[src/rtl/iob_native_arbiter.sv]
// Round-robin arbiter sharing one native slave port among N_MASTERS requesters.
// Grant is held for a whole transaction; a watchdog completes transactions the slave never answers.
module iob_native_arbiter #(
    parameter int N_MASTERS = 2,
    parameter int ADDR_W    = 32,
    parameter int DATA_W    = 32,
    parameter int TIMEOUT_W = 8,
    localparam int GRANT_W  = $clog2(N_MASTERS),
    localparam int STRB_W   = DATA_W / 8
) (
    input  logic                          clk,
    input  logic                          rst,
    input  logic [N_MASTERS-1:0]          m_valid,
    input  logic [N_MASTERS*ADDR_W-1:0]   m_addr,
    input  logic [N_MASTERS*DATA_W-1:0]   m_wdata,
    input  logic [N_MASTERS*STRB_W-1:0]   m_wstrb,
    output logic [DATA_W-1:0]             m_rdata,
    output logic [N_MASTERS-1:0]          m_ready,
    output logic                          s_valid,
    output logic [ADDR_W-1:0]             s_addr,
    output logic [DATA_W-1:0]             s_wdata,
    output logic [STRB_W-1:0]             s_wstrb,
    input  logic [DATA_W-1:0]             s_rdata,
    input  logic                          s_ready,
    output logic [GRANT_W-1:0]            grant,
    output logic                          busy,
    output logic                          timeout_err
);

    typedef enum logic {
        IDLE = 1'b0,
        BUSY = 1'b1
    } state_t;

    state_t               state_q, state_d;
    logic [GRANT_W-1:0]   grant_q, grant_d;
    logic [GRANT_W-1:0]   last_grant_q, last_grant_d;
    logic [TIMEOUT_W-1:0] wdog_q, wdog_d;

    logic                 found;
    logic [GRANT_W-1:0]   cand;

    // NOTE: state registers use non-blocking assignments so every flop samples pre-edge values.
    always_ff @(posedge clk or posedge rst) begin
        if (rst) begin
            state_q      <= IDLE;
            grant_q      <= '0;
            last_grant_q <= GRANT_W'(N_MASTERS - 1);
            wdog_q       <= '0;
        end else begin
            state_q      <= state_d;
            grant_q      <= grant_d;
            last_grant_q <= last_grant_d;
            wdog_q       <= wdog_d;
        end
    end

    // NOTE: every signal assigned here gets a default first, so no path can infer a latch.
    always_comb begin
        state_d      = state_q;
        grant_d      = grant_q;
        last_grant_d = last_grant_q;
        wdog_d       = wdog_q;
        m_ready      = '0;
        timeout_err  = 1'b0;
        found        = 1'b0;
        cand         = '0;

        case (state_q)
            IDLE: begin
                wdog_d = '0;
                // Scan starts just past the previous owner; indices >= N_MASTERS never occur.
                for (int k = 1; k <= N_MASTERS; k++) begin
                    cand = GRANT_W'((int'(last_grant_q) + k) % N_MASTERS);
                    if (!found && m_valid[cand]) begin
                        found   = 1'b1;
                        grant_d = cand;
                    end
                end
                if (found) begin
                    state_d = BUSY;
                end
            end
            BUSY: begin
                if (s_ready) begin
                    m_ready[grant_q] = 1'b1;
                    last_grant_d     = grant_q;
                    state_d          = IDLE;
                    wdog_d           = '0;
                end else if (!m_valid[grant_q]) begin
                    // Master withdrew: release without completion and keep its priority.
                    state_d = IDLE;
                    wdog_d  = '0;
                end else if (wdog_q == '1) begin
                    m_ready[grant_q] = 1'b1;
                    timeout_err      = 1'b1;
                    last_grant_d     = grant_q;
                    state_d          = IDLE;
                    wdog_d           = '0;
                end else begin
                    wdog_d = wdog_q + 1'b1;
                end
            end
            default: state_d = IDLE;
        endcase
    end

    assign busy    = (state_q == BUSY);
    assign grant   = grant_q;
    assign s_valid = busy && m_valid[grant_q];
    assign s_addr  = m_addr[int'(grant_q)*ADDR_W +: ADDR_W];
    assign s_wdata = m_wdata[int'(grant_q)*DATA_W +: DATA_W];
    assign s_wstrb = s_valid ? m_wstrb[int'(grant_q)*STRB_W +: STRB_W] : '0;
    assign m_rdata = timeout_err ? '1 : s_rdata;

endmodule

[config.mk]
export PLATFORM = sky130hd
export DESIGN_NAME = iob_native_arbiter
export DESIGN_NICKNAME = d
export VERILOG_FILES = /design/src/rtl/iob_native_arbiter.sv
export SDC_FILE = /design/constraint.sdc
export NUM_CORES = 1
export LEC_CHECK = 0
export BUFFER_PORTS_ARGS = -buffer_cell sky130_fd_sc_hd__buf_2
export CORE_AREA = 10 10 100 102
export DETAILED_ROUTE_END_ITERATION = 10
export DIE_AREA = 0 0 110 112
export HOLD_SLACK_MARGIN = 0.06
export SLEW_MARGIN = 10
export SYNTH_ARGS = -nofsm -noshare
export SYNTH_HDL_FRONTEND = slang
export SYNTH_SLANG_ARGS = --single-unit
[constraint.sdc]
create_clock -name clk -period 2.8 [get_ports clk]
set_clock_uncertainty 0.15 [all_clocks]
set_input_delay 0.28 -clock clk [delete_from_list [all_inputs] [get_ports clk]]
set_output_delay 0.28 -clock clk [all_outputs]
set_load 0.03 [all_outputs]
==> results.txt, run 1 <==
Fraction of the yosys area taken by sequential cells -> 16.0%
Maximum clock frequency -> 433 MHz
TritonCTS buffer count -> 3
Number of setup buffers added after CTS -> 0
Power Internal -> 1050 uW
Unique cell type count in the Yosys netlist -> 31
Filler instances -> 828
Port Buf Inserts -> 278
Non-filler cells in the finished layout -> 558
PostCTS Resize Cnt -> 0
Clock tree from TritonCTS -> done
FF+latch area -> 278 um2
Average instance area after synthesis -> 9.37 um2
Leading cell type in the layout, fill and taps excluded -> buf_2
Worst Hold Class -> input pin to flip-flop
Worst-case vdd ir drop -> 0.000332 V
Final count of negative-setup-slack endpoints -> 0
Count of inserted antenna diode cells -> 0
Run status -> complete, no violations
Pin count of the biggest net entering global routing -> 74
Remaining number of nets flagged by the antenna check after routing -> 0
Synth-to-Final Area Change -> 87.8%
Part of the cycle the worst path needs -> 82.6%
Post-CTS clock slew at the launch and capture registers of the worst setup and hold paths -> 0.05 ns
Commonest non-fill, non-tap cells in the layout -> buf_2, mux2_2, o21bai_1
Sink Count -> 11
Initial Util -> 21.4%
Global-route total usage across every layer -> 14.3%
Layout cells sized above 1 -> 78.4%
Net switching component of the power -> 1350 uW
# IOs -> 279
LEAKAGE -> 0.00172 uW
Async SR Flop Fraction -> 100%
Final number of hold-violating endpoints -> 0
Final weighted congestion in routability-driven placement -> 0.894
Synth warnings -> 0
Flop2flop setup slack -> 1.18 ns
Layout Utilization -> 40.2%
Post-detailed-placement cell area -> 3180 um2
Routed length per placed instance -> 17.8 um
Number of enable-type register cells in the synthesized netlist -> 0
Dominant cell type by area after synthesis -> mux2_2
Post-DP HPWL -> 8.78 mm
Setup repair after global routing missed its margin -> false
Total number of vias -> 2,477
Cell at the root of the clock tree -> clkbuf_8
Number of optimization iterations in the first detailed-route pass -> 4
Vertical die dimension -> 112 um
Number of global-route vias before repair -> 2,662
Starting DRC count in detailed routing -> 162
Finished layout cell area -> 3240 um2
Final critical delay including setup and external delays -> 2.31 ns
Number of nets in the final layout -> 628
Power per Cell Area -> 740 nW/um2
Number of antenna violations at the first check in global routing -> 0
Synth Net Count -> 358
Data arrival time of the critical path -> 1.88 ns
Critical path endpoint category -> output port
Later-pin clock latency in the skew report -> 0.24 ns
Final slew viol count -> 0
Critical Setup Path Class -> flip-flop to output port
Slew at the pin closest to its max-slew limit -> 0.446 ns
Max-capacitance violation count -> 0
Remaining global-route overflow -> 0
Critical Path RT -> 2.37 ns
Drt drc -> 0
Number of placed instances with taps included -> 553
Sequential power share -> 9.3%
Post-synthesis cell area -> 1720 um2
Wire length of the first global-routing pass -> 14.2 mm
Final wirelength -> 9.93 mm
Number of buffers on the longest clock path -> 2
H-Tree Depth -> 1
Gate count of the mapped netlist -> 184
DR vias/cell -> 4.44
Die Footprint -> 12,300 um2
Post-synthesis sequential element count -> 11
Width of the chip -> 110 um
Top_reg_cell synth -> dfrtp_1
Core area -> 8050 um2
Biggest area contributors in the synthesized netlist -> mux2_2, dfrtp_1, o21bai_1
Combinational power share -> 84.0%
Part of the power in the clock network -> 6.7%
Fraction of power spent switching nets -> 56.3%
Worst slew margin -> 70.2%
Kind of start point of the critical path -> flip-flop
Multi-input gate area in the final layout -> 1330 um2
Worst-path maximum fanout -> 33
Core Rows -> 33
Setup tns final -> 0 ns
Portion of synthesized cell area occupied by the leading cell type -> 41.8%
[kinds of logic after synthesis]
logic type                 share of synthesized area, %
muxes                                              45.0
AOI/OAI and AO/OA                                  19.7
buffers and inverters                              6.68
DFF                                                16.0
adders and majority gates                         0.726
and+or+nand+nor                                    10.9
xor gates and xnor gates                           1.02
[final timing paths]
check	startpoint	cells past startpoint	endpoint
min in group asynchronous	rst	3	wdog_q[2]
min	s_ready	3	last_grant_q
max reg2reg	wdog_q[0]	4	wdog_q[6]
max in group asynchronous	rst	3	grant
max	wdog_q[0]	6	m_rdata[16]
min reg2reg	last_grant_q	2	last_grant_q
[cell usage after synthesis, drive strengths merged (3+ instances only)]
cell / instances
mux2: 65
nor2: 11
a21oi: 4
nand3b: 3
dfrtp: 10
inv: 6
o21bai: 32
nand4: 4
buf: 16
nand2: 6
mux2i: 4
[sequential cells by signal (all words and copies together), names as in the netlist]
signal / flops
busy: 1
last_grant_q: 1
wdog_q: 8
grant: 1
[power by group through the flow]
stage                     Combinational, uW  Sequential [uW]  Clock (uW)
after floorplan                        1490              228           0
after global placement                 2020              225           0
after detailed placement               2040              225           0
after CTS                              2050              224         166
after global routing                   2120              227         174
final                                  2010              223         162
[routing by layer]
layer  vias up  GRT usage [%]  wire, um
met1      1087           13.0      3190
met5         -              0         0
met2       163           27.4      5170
li1       1217              -         -
met3        10           7.04      1480
met4         0           2.78        98
[repair_timing]
action,CTS,global route
endpoints found under the hold margin,10,0
endpoints found under the setup margin,0,0
hold buffers,1,0
[worst max-delay path, cell delays in order (launching register included)]
cell	delay (ns)
dfrtp_1	0.42
ha_1	0.25
and3_1	0.26
nand2_1	0.08
buf_4	0.23
o21bai_1	0.17
buf_2	0.23
[area by class of cell]
type / instances / share of cell area, %
Clock buffer: 4 / 1.39
Inverter: 6 / 0.696
Multi-Input combinational cell: 151 / 41.2
Sequential cell: 11 / 8.58
Tap cell: 105 / 4.06
Timing Repair Buffer: 281 / 44.1
[per-stage QoR]
| step | worst slack, ns | power, uW | hold slack, ns |
|---|---|---|---|
| final | 0.488 | 2400 | 0.200 |
| after global routing | 0.346 | 2520 | 0.235 |
| after CTS | 0.470 | 2440 | 0.192 |
| after detailed placement | 0.736 | 2270 | 0.151 |
| after global placement | 0.822 | 2240 | 0.144 |
| after floorplan | 0.709 | 1720 | -0.0183 |
(Power assumes the default switching activity.)
==> inputs of run 2 (changes only) <==
--- a/config.mk
+++ b/config.mk
@@ -10,6 +10,7 @@
 export DETAILED_ROUTE_END_ITERATION = 10
 export DIE_AREA = 0 0 110 112
 export HOLD_SLACK_MARGIN = 0.06
+export PLACE_DENSITY = 0.67
 export SLEW_MARGIN = 10
 export SYNTH_ARGS = -nofsm -noshare
 export SYNTH_HDL_FRONTEND = slang
==> constraint.sdc (replaced) <==
create_clock -name clk -period 2.09 [get_ports clk]
set_clock_uncertainty 0.15 [all_clocks]
set_input_delay 0.209 -clock clk [delete_from_list [all_inputs] [get_ports clk]]
set_output_delay 0.209 -clock clk [all_outputs]
set_load 0.03 [all_outputs]
==> results.txt, run 2 (same netlist as run 1, synthesis figures left out) <==
Multi-input gate area in the final layout -> 1370 um2 (was 1330 um2)
Final number of hold-violating endpoints -> 0 (unchanged)
Commonest non-fill, non-tap cells in the layout -> buf_2, mux2_2, o21bai_1 (unchanged)
Max-capacitance violation count -> 0 (unchanged)
Part of the cycle the worst path needs -> 95.5%
Maximum clock frequency -> 501 MHz
Starting DRC count in detailed routing -> 106 (was 162)
Number of buffers on the longest clock path -> 2 (unchanged)
Port Buf Inserts -> 278 (unchanged)
Leading cell type in the layout, fill and taps excluded -> buf_2 (unchanged)
# IOs -> 279 (unchanged)
Vertical die dimension -> 112 um (unchanged)
Initial Util -> 21.4% (unchanged)
TritonCTS buffer count -> 3 (unchanged)
Overall power after layout -> 3290 uW (was 2400 uW)
Clock tree from TritonCTS -> done (unchanged)
Number of placed instances with taps included -> 555 (was 553)
Remaining global-route overflow -> 0 (unchanged)
Worst-case vdd ir drop -> 0.000442 V (was 0.000332 V)
Setup tns final -> 0 ns (unchanged)
Setup ws final -> 0.0940 ns (was 0.488 ns)
Layout cells sized above 1 -> 79.7% (was 78.4%)
Number of flip-flops in the largest register -> 8 (unchanged)
Critical Path RT -> 1.73 ns (was 2.37 ns)
H-Tree Depth -> 1 (unchanged)
Number of nets in the final layout -> 634 (was 628)
Post-CTS clock slew at the launch and capture registers of the worst setup and hold paths -> 0.05 ns (about the same)
Non-filler cells in the finished layout -> 564 (was 558)
Later-pin clock latency in the skew report -> 0.24 ns (about the same)
Timing startpoint of the critical path -> grant (was wdog_q[0])
Setup repair after global routing missed its margin -> false (unchanged)
Wire length of the first global-routing pass -> 15.0 mm (was 14.2 mm)
Critical path endpoint category -> output port (unchanged)
Slew at the pin closest to its max-slew limit -> 0.435 ns (was 0.446 ns)
Run status -> complete, no violations (unchanged)
Filler instances -> 828 (unchanged)
Remaining number of nets flagged by the antenna check after routing -> 0 (unchanged)
Number of global-route vias before repair -> 2,751 (was 2,662)
Final weighted congestion in routability-driven placement -> 0.982 (was 0.894)
Layout Utilization -> 41.8% (was 40.2%)
Drt drc -> 0 (unchanged)
Power per Cell Area -> 977 nW/um2 (was 740 nW/um2)
Worst Hold Class -> input pin to flip-flop (unchanged)
Synth-to-Final Area Change -> 95.2% (was 87.8%)
Worst slew margin -> 71.0% (was 70.2%)
Core Rows -> 33 (unchanged)
Worst slack at placement -> 0.119 ns (was 0.736 ns)
RR Startpoint -> wdog_q[0] (unchanged)
Final critical delay including setup and external delays -> 2.00 ns
Worst-path maximum fanout -> 24 (was 33)
Cell at the root of the clock tree -> clkbuf_8 (unchanged)
Sink Count -> 11 (unchanged)
LEAKAGE -> 0.00178 uW (was 0.00172 uW)
Kind of start point of the critical path -> flip-flop (unchanged)
DR vias/cell -> 4.51 (was 4.44)
Register bank with the most flops -> wdog_q (unchanged)
Pin count of the biggest net entering global routing -> 45 (was 74)
Routed length per placed instance -> 18.5 um (was 17.8 um)
Width of the chip -> 110 um (unchanged)
Total number of vias -> 2,545 (was 2,477)
Post-DP HPWL -> 9.15 mm (was 8.78 mm)
Number of optimization iterations in the first detailed-route pass -> 4 (unchanged)
Final slew viol count -> 0 (unchanged)
Die Footprint -> 12,300 um2 (unchanged)
Critical Setup Path Class -> flip-flop to output port (unchanged)
Count of inserted antenna diode cells -> 0 (unchanged)
Final count of negative-setup-slack endpoints -> 0 (unchanged)
Number of antenna violations at the first check in global routing -> 1 (was 0)
FF+latch area -> 280 um2 (was 278 um2)
Global-route total usage across every layer -> 15.1% (was 14.3%)
Min-Delay Startpoint -> m_valid[1] (was s_ready)
Final wirelength -> 10.5 mm (was 9.93 mm)
Data arrival time of the critical path -> 1.64 ns (was 1.88 ns)
Core area -> 8050 um2 (unchanged)
-- run 2: changes by cell type in the layout (fill, tap and decap cells not counted), sizes merged --
cell / previous run / this run
nand3b: 3 / 4
clkbuf: 4 / 5
buf: 280 / 284
-- run 2: routing by layer --
metal	GRT usage (%)	up-vias	wire, um
li1	-	1231	-
met1	15.1	1136	3620
met2	28.6	170	5330
met3	6.00	6	1430
met4	2.08	2	45
met5	0	-	20
-- run 2: layout make-up --
type / instances / area share, %
tap: 105 / 3.90
clock buffer: 4 / 1.34
sequential: 11 / 8.33
multi-input combinational: 152 / 40.7
inverter: 6 / 0.669
timing repair buffer: 286 / 45.0
-- run 2: final timing paths --
path	to	slack [ns]	depth (start not counted)
min in group asynchronous	wdog_q[4]	0.36	3
max in group asynchronous	last_grant_q	1.10	3
hold / removal	busy	0.15	3
hold reg to reg	last_grant_q	0.39	2
setup / recovery	m_ready[0]	0.09	4
setup reg to reg	wdog_q[5]	0.45	5
-- run 2: repair_timing --
| item | CTS | global route |
|---|---|---|
| buffers inserted | 1 | 2 |
| hold buffers | 1 | 0 |
| pin swaps | 0 | 2 |
| gates cloned | 1 | 0 |
| hold endpoints to repair | 10 | 0 |
| setup endpoints to repair | 34 | 78 |
| resized for setup | 16 | 17 |
-- run 2: per-stage QoR --
step                      instance area (um2)  hold WS, ns
after floorplan                          1720      -0.0893
after global placement                   3190       0.0746
after detailed placement                 3190       0.0855
after CTS                                3310        0.148
after global routing                     3370        0.163
final                                    3370        0.149
-- run 2: worst max-delay path, cell delays in order, from the launching register on --
cell,delay (ns)
dfrtp_2,0.43
buf_4,0.24
nand3b_1,0.19
o31ai_1,0.30
buf_4,0.23
-- run 2: report_power, final --
group	leakage, uW	switching [uW]	internal (uW)	total (uW)
sequential	0.000142	52.6	254	307
clock	0.0000228	83.2	134	217
combinational	0.00161	1720	1050	2760
